File: config.mk
export PLATFORM = sky130hd
export DESIGN_NAME = phy_muxnto1_sync_flat
export DESIGN_NICKNAME = d
export VERILOG_FILES = /design/src/rtl/phy_muxnto1_sync_if.sv /design/src/rtl/phy_muxnto1_sync.sv /design/src/flat_wrapper.sv
export SDC_FILE = /design/constraint.sdc
export NUM_CORES = 1
export LEC_CHECK = 0
export ABC_AREA = 1
export CAP_MARGIN = 20
export CORE_AREA = 5 5 42 44
export CTS_BUF_LIST = sky130_fd_sc_hd__clkbuf_4 sky130_fd_sc_hd__clkbuf_8
export CTS_CLUSTER_DIAMETER = 30
export DETAILED_ROUTE_END_ITERATION = 10
export DIE_AREA = 0 0 47 49
export PLACE_DENSITY = 0.76
export SLEW_MARGIN = 25
export SYNTH_ARGS = -nofsm -noshare
export SYNTH_HDL_FRONTEND = slang
export SYNTH_SLANG_ARGS = --single-unit
File: constraint.sdc
create_clock -name clk -period 2.7 [get_ports clk]
set_input_delay 0.54 -clock clk [delete_from_list [all_inputs] [get_ports clk]]
set_output_delay 0.54 -clock clk [all_outputs]
set_load 0.05 [all_outputs]
File: src/rtl/phy_muxnto1_sync_if.sv
//==============================================================================
// phy_muxnto1_sync_if : channel bus and select handshake for phy_muxnto1_sync
// Revision: 1.0
//==============================================================================
`default_nettype none

interface phy_muxnto1_sync_if #(
    parameter int NUM_IN = 4,
    parameter int WIDTH  = 1
) ();
    localparam int SEL_W = (NUM_IN > 2) ? $clog2(NUM_IN) : 1;

    logic [NUM_IN*WIDTH-1:0] muxin;
    logic [SEL_W-1:0]        sel_in;
    logic                    sel_valid;
    logic                    sel_ready;
    logic                    sel_done;
    logic                    sel_err;
    logic [SEL_W-1:0]        sel_cur;
    logic                    busy;
    logic [WIDTH-1:0]        muxout;

    modport master (
        output muxin, sel_in, sel_valid,
        input  sel_ready, sel_done, sel_err, sel_cur, busy, muxout
    );

    modport slave (
        input  muxin, sel_in, sel_valid,
        output sel_ready, sel_done, sel_err, sel_cur, busy, muxout
    );
endinterface

`default_nettype wire

File: src/rtl/phy_muxnto1_sync.sv
//==============================================================================
// phy_muxnto1_sync : registered N-to-1 mux with glitch-free blanked switching
// Revision: 1.0
//==============================================================================
`default_nettype none

module phy_muxnto1_sync #(
    parameter int               NUM_IN       = 4,
    parameter int               WIDTH        = 1,
    parameter int               BLANK_CYCLES = 2,
    parameter logic [WIDTH-1:0] IDLE_VAL     = '0
) (
    input  wire logic          clk,
    input  wire logic          reset,
    phy_muxnto1_sync_if.slave  bus
);
    localparam int                SEL_W   = (NUM_IN > 2) ? $clog2(NUM_IN) : 1;
    localparam int                N_SLOTS = 1 << SEL_W;
    localparam logic [SEL_W:0]    C_NUM   = (SEL_W+1)'(NUM_IN);
    localparam logic [3:0]        C_BLANK = 4'(BLANK_CYCLES);

    typedef enum logic [0:0] {
        ST_RUN   = 1'b0,
        ST_BLANK = 1'b1
    } state_t;

    state_t             state_q, state_d;
    logic [3:0]         cnt_q, cnt_d;
    logic [SEL_W-1:0]   pending_q, pending_d;
    logic [SEL_W-1:0]   sel_cur_q, sel_cur_d;
    logic [WIDTH-1:0]   muxout_q, muxout_d;
    logic               done_q, done_d;
    logic               err_q, err_d;
    logic               accept;
    logic               out_of_range;

    // Unused index slots above NUM_IN read as zero so the lookup is total.
    logic [WIDTH-1:0]   chans [N_SLOTS];

    for (genvar i = 0; i < N_SLOTS; i++) begin : g_chan
        if (i < NUM_IN) begin : g_used
            assign chans[i] = bus.muxin[i*WIDTH +: WIDTH];
        end else begin : g_unused
            assign chans[i] = '0;
        end
    end

    assign accept       = bus.sel_valid && (state_q == ST_RUN);
    assign out_of_range = ({1'b0, bus.sel_in} >= C_NUM);

    always_comb begin
        state_d   = state_q;
        cnt_d     = cnt_q;
        pending_d = pending_q;
        sel_cur_d = sel_cur_q;
        muxout_d  = muxout_q;
        done_d    = 1'b0;
        err_d     = 1'b0;

        case (state_q)
            ST_RUN: begin
                muxout_d = chans[sel_cur_q];
                if (accept) begin
                    if (out_of_range) begin
                        err_d = 1'b1;
                    end else if (bus.sel_in == sel_cur_q) begin
                        done_d = 1'b1;
                    end else begin
                        pending_d = bus.sel_in;
                        muxout_d  = IDLE_VAL;
                        cnt_d     = C_BLANK;
                        state_d   = ST_BLANK;
                    end
                end
            end
            ST_BLANK: begin
                muxout_d = IDLE_VAL;
                cnt_d    = cnt_q - 4'd1;
                // Final blank edge commits the new channel directly, so no
                // mixed old/new word can ever reach muxout.
                if (cnt_q == 4'd1) begin
                    sel_cur_d = pending_q;
                    muxout_d  = chans[pending_q];
                    done_d    = 1'b1;
                    state_d   = ST_RUN;
                end
            end
            default: begin
                state_d = ST_RUN;
            end
        endcase
    end

    always_ff @(posedge clk) begin
        if (reset) begin
            state_q   <= ST_RUN;
            cnt_q     <= '0;
            pending_q <= '0;
            sel_cur_q <= '0;
            muxout_q  <= '0;
            done_q    <= 1'b0;
            err_q     <= 1'b0;
        end else begin
            state_q   <= state_d;
            cnt_q     <= cnt_d;
            pending_q <= pending_d;
            sel_cur_q <= sel_cur_d;
            muxout_q  <= muxout_d;
            done_q    <= done_d;
            err_q     <= err_d;
        end
    end

    assign bus.sel_ready = (state_q == ST_RUN);
    assign bus.busy      = (state_q == ST_BLANK);
    assign bus.sel_done  = done_q;
    assign bus.sel_err   = err_q;
    assign bus.sel_cur   = sel_cur_q;
    assign bus.muxout    = muxout_q;

endmodule

`default_nettype wire

File: src/flat_wrapper.sv
// flat-port wrapper written by rule: the top's interface ports become plain ports
module phy_muxnto1_sync_flat 
#(
    parameter int               NUM_IN       = 4,
    parameter int               WIDTH        = 1,
    parameter int               BLANK_CYCLES = 2,
    parameter logic [WIDTH-1:0] IDLE_VAL     = '0
)
  (clk, reset, bus_muxin, bus_sel_in, bus_sel_valid, bus_sel_ready, bus_sel_done, bus_sel_err, bus_sel_cur, bus_busy, bus_muxout);
  phy_muxnto1_sync_if #(.NUM_IN(NUM_IN), .WIDTH(WIDTH)) bus_i ();
  input  wire logic clk;
  input  wire logic reset;
  input wire logic [$bits(bus_i.muxin)-1:0] bus_muxin;
  input wire logic [$bits(bus_i.sel_in)-1:0] bus_sel_in;
  input wire logic [$bits(bus_i.sel_valid)-1:0] bus_sel_valid;
  output wire logic [$bits(bus_i.sel_ready)-1:0] bus_sel_ready;
  output wire logic [$bits(bus_i.sel_done)-1:0] bus_sel_done;
  output wire logic [$bits(bus_i.sel_err)-1:0] bus_sel_err;
  output wire logic [$bits(bus_i.sel_cur)-1:0] bus_sel_cur;
  output wire logic [$bits(bus_i.busy)-1:0] bus_busy;
  output wire logic [$bits(bus_i.muxout)-1:0] bus_muxout;
  assign bus_i.muxin = bus_muxin;
  assign bus_i.sel_in = bus_sel_in;
  assign bus_i.sel_valid = bus_sel_valid;
  assign bus_sel_ready = bus_i.sel_ready;
  assign bus_sel_done = bus_i.sel_done;
  assign bus_sel_err = bus_i.sel_err;
  assign bus_sel_cur = bus_i.sel_cur;
  assign bus_busy = bus_i.busy;
  assign bus_muxout = bus_i.muxout;
  phy_muxnto1_sync #(.NUM_IN(NUM_IN), .WIDTH(WIDTH), .BLANK_CYCLES(BLANK_CYCLES), .IDLE_VAL(IDLE_VAL)) u_core (.clk(clk), .reset(reset), .bus(bus_i));
endmodule
# --- After elaboration in Yosys (flattened, before gate mapping) ---
# Cells that the tools add are included.
word_totals:
  reg_bits: 11
  mem_bits_ro: 0
  word_cells: 42
  ramBits: 0
  out_inout_bits: 7
  memories: 0
  latchBits: 0
  in_bits: 9
classes:
  muxes: 21
  n_reduce_logical: 4
  add_sub_neg: 1
  n_eq_ne: 4
  bitwise: 4
  magnitude_cmp: 2
  div_mod_pow: 0
  n_shift: 0
  mul: 0
op_table:
  columns: ["op", "count"]
  rows:
  - ["two-way mux 1 bit", 13]
  - ["two-way mux 4 bit", 2]
  - ["one-hot mux 4 bit (2 select lines)", 1]
  - ["greater-or-equal comparator 3 bit, second input constant", 2]
  - ["NOT 2 -> 3 bit", 2]
  - ["one-hot mux 1 bit (2 select lines)", 3]
  - ["binary-select mux 1 bit (select 2 bit)", 2]
  - ["equality test 4 x 1 -> 1 bit, second input constant", 1]
  - ["AND reduction 2 bit", 2]
  - ["subtractor 4 x 1 -> 4 bit, second input constant", 1]
  - ["AND reduction 3 bit", 1]
  - ["equality test 2 bit", 1]
  - ["!= test 2 x 1 -> 1 bit, second input constant", 1]
  - ["!= test 2 bit, second input constant", 1]
  - ["NOT 1 bit", 2]
  - ["logical AND 1 bit", 1]

# --- Longest topological paths before layout ---
logic_depth:
  depth_word: 7
  ltp_mapped: 9
  mapped_depth_nobuf: 9

# --- Worst setup path before layout ---
# OpenSTA, ideal clock, no wires.
synth_path:
  kind: "register to register"
  start: "register u_core.state_q, in the netlist u_core.bus.busy"
  end: "register u_core.sel_cur_q[1], in the netlist u_core.bus.sel_cur[1]"
  n_path_buf: 0
  arrival_ns: 1.422
  synth_period_minus_slack_ns: 1.542
  required_ns: 2.580
  setup_time_ns: 0.120
  path_slack_ns: 1.158
  path_stages_with_launch: 6
  path_cell_list: "dfxtp_1 inv_2 nor2_8 nand3_4 o21ai_0 a21oi_1"
synth_via:
  elab_chain_len: 1
synth_lines:
  columns: ["item", "line_no", "text"]
  rows:
  - ["from (decl)", "phy_muxnto1_sync.sv:27", "state_t state_q, state_d;"]
  - ["from (signal assigned)", "phy_muxnto1_sync.sv:104", "state_q <= state_d;"]
  - ["AND reduction 2 bit (no line)", null, null]
  - ["to (signal assigned)", "phy_muxnto1_sync.sv:107", "sel_cur_q <= sel_cur_d;"]
  - ["to (decl)", "phy_muxnto1_sync.sv:30", "logic [SEL_W-1:0] sel_cur_q, sel_cur_d;"]
# Every way passes these cells.
# A chain may end at the register's enable or synchronous reset.

# --- Worst setup path in the final report ---
layout_path:
  start: "register u_core.state_q, in the netlist u_core.bus.busy"
  end: "output bus_sel_ready"
layout_via:
  elab_chain_len: 1
layout_lines:
  columns: ["item", "line_no", "text"]
  rows:
  - ["NOT 1 bit (no line)", null, null]
  - ["to (decl)", "flat_wrapper.sv:16", "output wire logic [$bits(bus_i.sel_ready)-1:0] bus_sel_ready;"]
# Every way passes these cells.

==> metrics.cfg <==
[cts]
hold_buffers=0
clk_latency_ns=0.27
numCtsBuffers=3
ctsRootBufferMaster=clkbuf_4
cts_resized=0
clk_pin_slew_worst_paths_ns=0.07
post_cts_buffers=0
cts-htree-levels=1
clockBufferDepth=2
cts.sinks=11
cts_tree=yes

[finish]
design_area_um2=797.0
area.growth.synth_to_final_pct=29.74
final_common_cell=nand2_1
final_cell_mix=nand2_1 (26), inv_1 (16), clkdlybuf4s50_1 (14)
final_layout_size_suffix_gt1_frac=0.1101
finalNetCount=121
fin_util=0.5688
antenna_cells=0
fin_cells=125

[synth]
ys_seq_area_frac=0.3585
postSynthCellCount=92
yosys_warnings=0
ys_ff_latch=11
netlist_area_um2=614.3
synth_cell_types=17
syn-num-nets=103
synth.avg_cell_area_um2=6.678

[hold_path]
worstHoldStart=u_core.cnt_q[0]$_SDFFE_PP0P_
min_path_type=register to register
holdPathStages=3
hold_end=u_core.cnt_q[0]$_SDFFE_PP0P_

[placed_design]
place_inst=121
port_buffers=14
hpwlAfterDp_um=1049
dpl-instance-area_um2=767.0
place_ws_ns=0.8269
gp_congestion=0.8059

[setup_path]
cp-start-kind=register
reg2reg_slack_ns=1.56
rr_worst_depth=7
r2r_end=u_core.pending_q[1]$_SDFFE_PP0P_
r2r_start=u_core.bus.sel_cur[1]$_SDFFE_PP0P_
cp_max_fo=5
cp.arrival_ns=1.63
crit_path_end_kind=output pin
crit_required_ns=2.16
criticalPathCategory=register to output pin

[grt]
grt_pass1_vias=505
grt_overflow=0
track_usage=0.1259
grt_pass1_wl_um=2097
antenna_found_initial=0
grt_max_degree=8

[timing]
rsz0062_at_grt=false
setup_viol=0
fin_tns_setup_ns=0
period_share=0.8040
finalMaxSlewViolations=0
finalHoldViolCount=0
finalClockSkew_ns=0.004530
period_needed_ns=2.171
fin_ws_ns=0.5291
max_clock_freq_mhz=460.6
worst_slew_pin_slew_ns=0.5099
slew_headroom=0.6590

[pwr]
clock_power_share=0.291
power.density_nw_per_um2=529.8
vdd_drop_max_uv=270.2
p_sw_frac=0.3248
power_switching_uw=137.2
pwr-share-seq=0.441
p_leak_nw=0.3818
p_int_uw=285.1
power_frac_comb=0.268

[drt]
drtPass1Iterations=4
drc=0
vias=599
wl_per_cell_um=10.22
wirelength_um=1277
vias_per_cell=4.792
antenna_left=0
drt-initial-drc-count=15

[floorplan]
die_y_um=49
die_area_um2=2303
fp.coreArea_um2=1401
start_util=0.4384
fp.dieW_um=47
io-pin-count=16
rows=14

[job]
max_cap_viol_count=0

[run_status]
outcome=complete, no violations

==> worst max-delay path by stage <==
| stage | from | cells after the start | slack [ns] | endpoint |
|---|---|---|---|---|
| after global placement | u_core.bus.busy$_SDFF_PP0_ | 2 | 0.87 | bus_sel_ready |
| after CTS | u_core.bus.busy$_SDFF_PP0_ | 2 | 0.52 | bus_sel_ready |
| after detailed placement | u_core.bus.busy$_SDFF_PP0_ | 2 | 0.83 | bus_sel_ready |
| after floorplan | u_core.bus.busy$_SDFF_PP0_ | 5 | 1.16 | u_core.bus.sel_cur[1]$_SDFFE_PP0P_ |
| final | u_core.bus.busy$_SDFF_PP0_ | 2 | 0.53 | bus_sel_ready |
| after global routing | u_core.bus.busy$_SDFF_PP0_ | 2 | 0.48 | bus_sel_ready |
==> layer usage <==
layer | global-route usage | wire length [µm] | vias to the layer above
li1 | - | - | 312
met1 | 0.1626 | 537 | 264
met2 | 0.1697 | 609 | 18
met3 | 0.04428 | 88 | 5
met4 | 0.08295 | 42 | 0
met5 | 0 | 0 | -
==> through the flow <==
| step | hold slack [ns] | power [mW] |
|---|---|---|
| floorplan | 0.4581 | 0.2668 |
| global placement | 0.4761 | 0.3005 |
| detailed placement | 0.4819 | 0.3030 |
| CTS | 0.4981 | 0.4266 |
| global route | 0.5216 | 0.4504 |
| finish | 0.4972 | 0.4223 |
==> synth_stat cells <==
| cell | n | area share |
|---|---|---|
| nand2_1 | 26 | 0.16 |
| inv_1 | 16 | 0.098 |
| dfxtp_1 | 11 | 0.36 |
| a21oi_1 | 9 | 0.073 |
| nor2_1 | 7 | 0.043 |
| nand3_1 | 5 | 0.041 |
| o21ai_0 | 5 | 0.041 |
| inv_2 | 3 | 0.018 |
| ha_1 | 2 | 0.041 |
| buf_4 | 1 | 0.012 |
| clkinv_2 | 1 | 0.0081 |
| conb_1 | 1 | 0.0061 |
| nand3_2 | 1 | 0.016 |
| nand3_4 | 1 | 0.029 |
| nor2_8 | 1 | 0.033 |
| nor3_2 | 1 | 0.016 |
| o21ai_1 | 1 | 0.0081 |
==> cells by family (layout without fill, tap and decap cells) <==
kind of cell,Yosys count,in the layout,share of synthesized area
buf+inv,21,38,0.1365
other cells,1,1,0.006104
compound gates,15,15,0.1222
fa+ha+maj,2,2,0.04073
flops,11,11,0.3585
simple gates,42,42,0.3361
==> critical path, stage by stage, from the launching register on <==
cell	delay [ns]
dfxtp_1	0.36
inv_2	0.15
clkdlybuf4s50_1	0.84
==> power groups by stage <==
stage          logic, mW  clock network (mW)  registers (mW)
2_1_floorplan     0.0641                   0           0.203
3_3_place_gp       0.112                   0           0.189
3_5_place_dp       0.113                   0           0.190
4_1_cts            0.113               0.127           0.186
5_1_grt            0.124               0.138           0.188
6_report           0.113               0.123           0.186
==> sequential cells by signal (all words and copies together), names as in the netlist <==
name,count
u_core.bus.busy,1
u_core.bus.muxout,1
u_core.bus.sel_cur,2
u_core.bus.sel_done,1
u_core.cnt_q,4
u_core.pending_q,2
==> area by class of cell <==
class | instances | area [µm²]
well taps | 16 | 20.02
flip-flops and latches | 11 | 220.2
repair buffers | 14 | 140.1
clock buffers | 4 | 30.03
inverters | 20 | 76.32
multi-input cells | 60 | 310.3
fillers | 128 | 604.3
(Power assumes the default switching activity.)
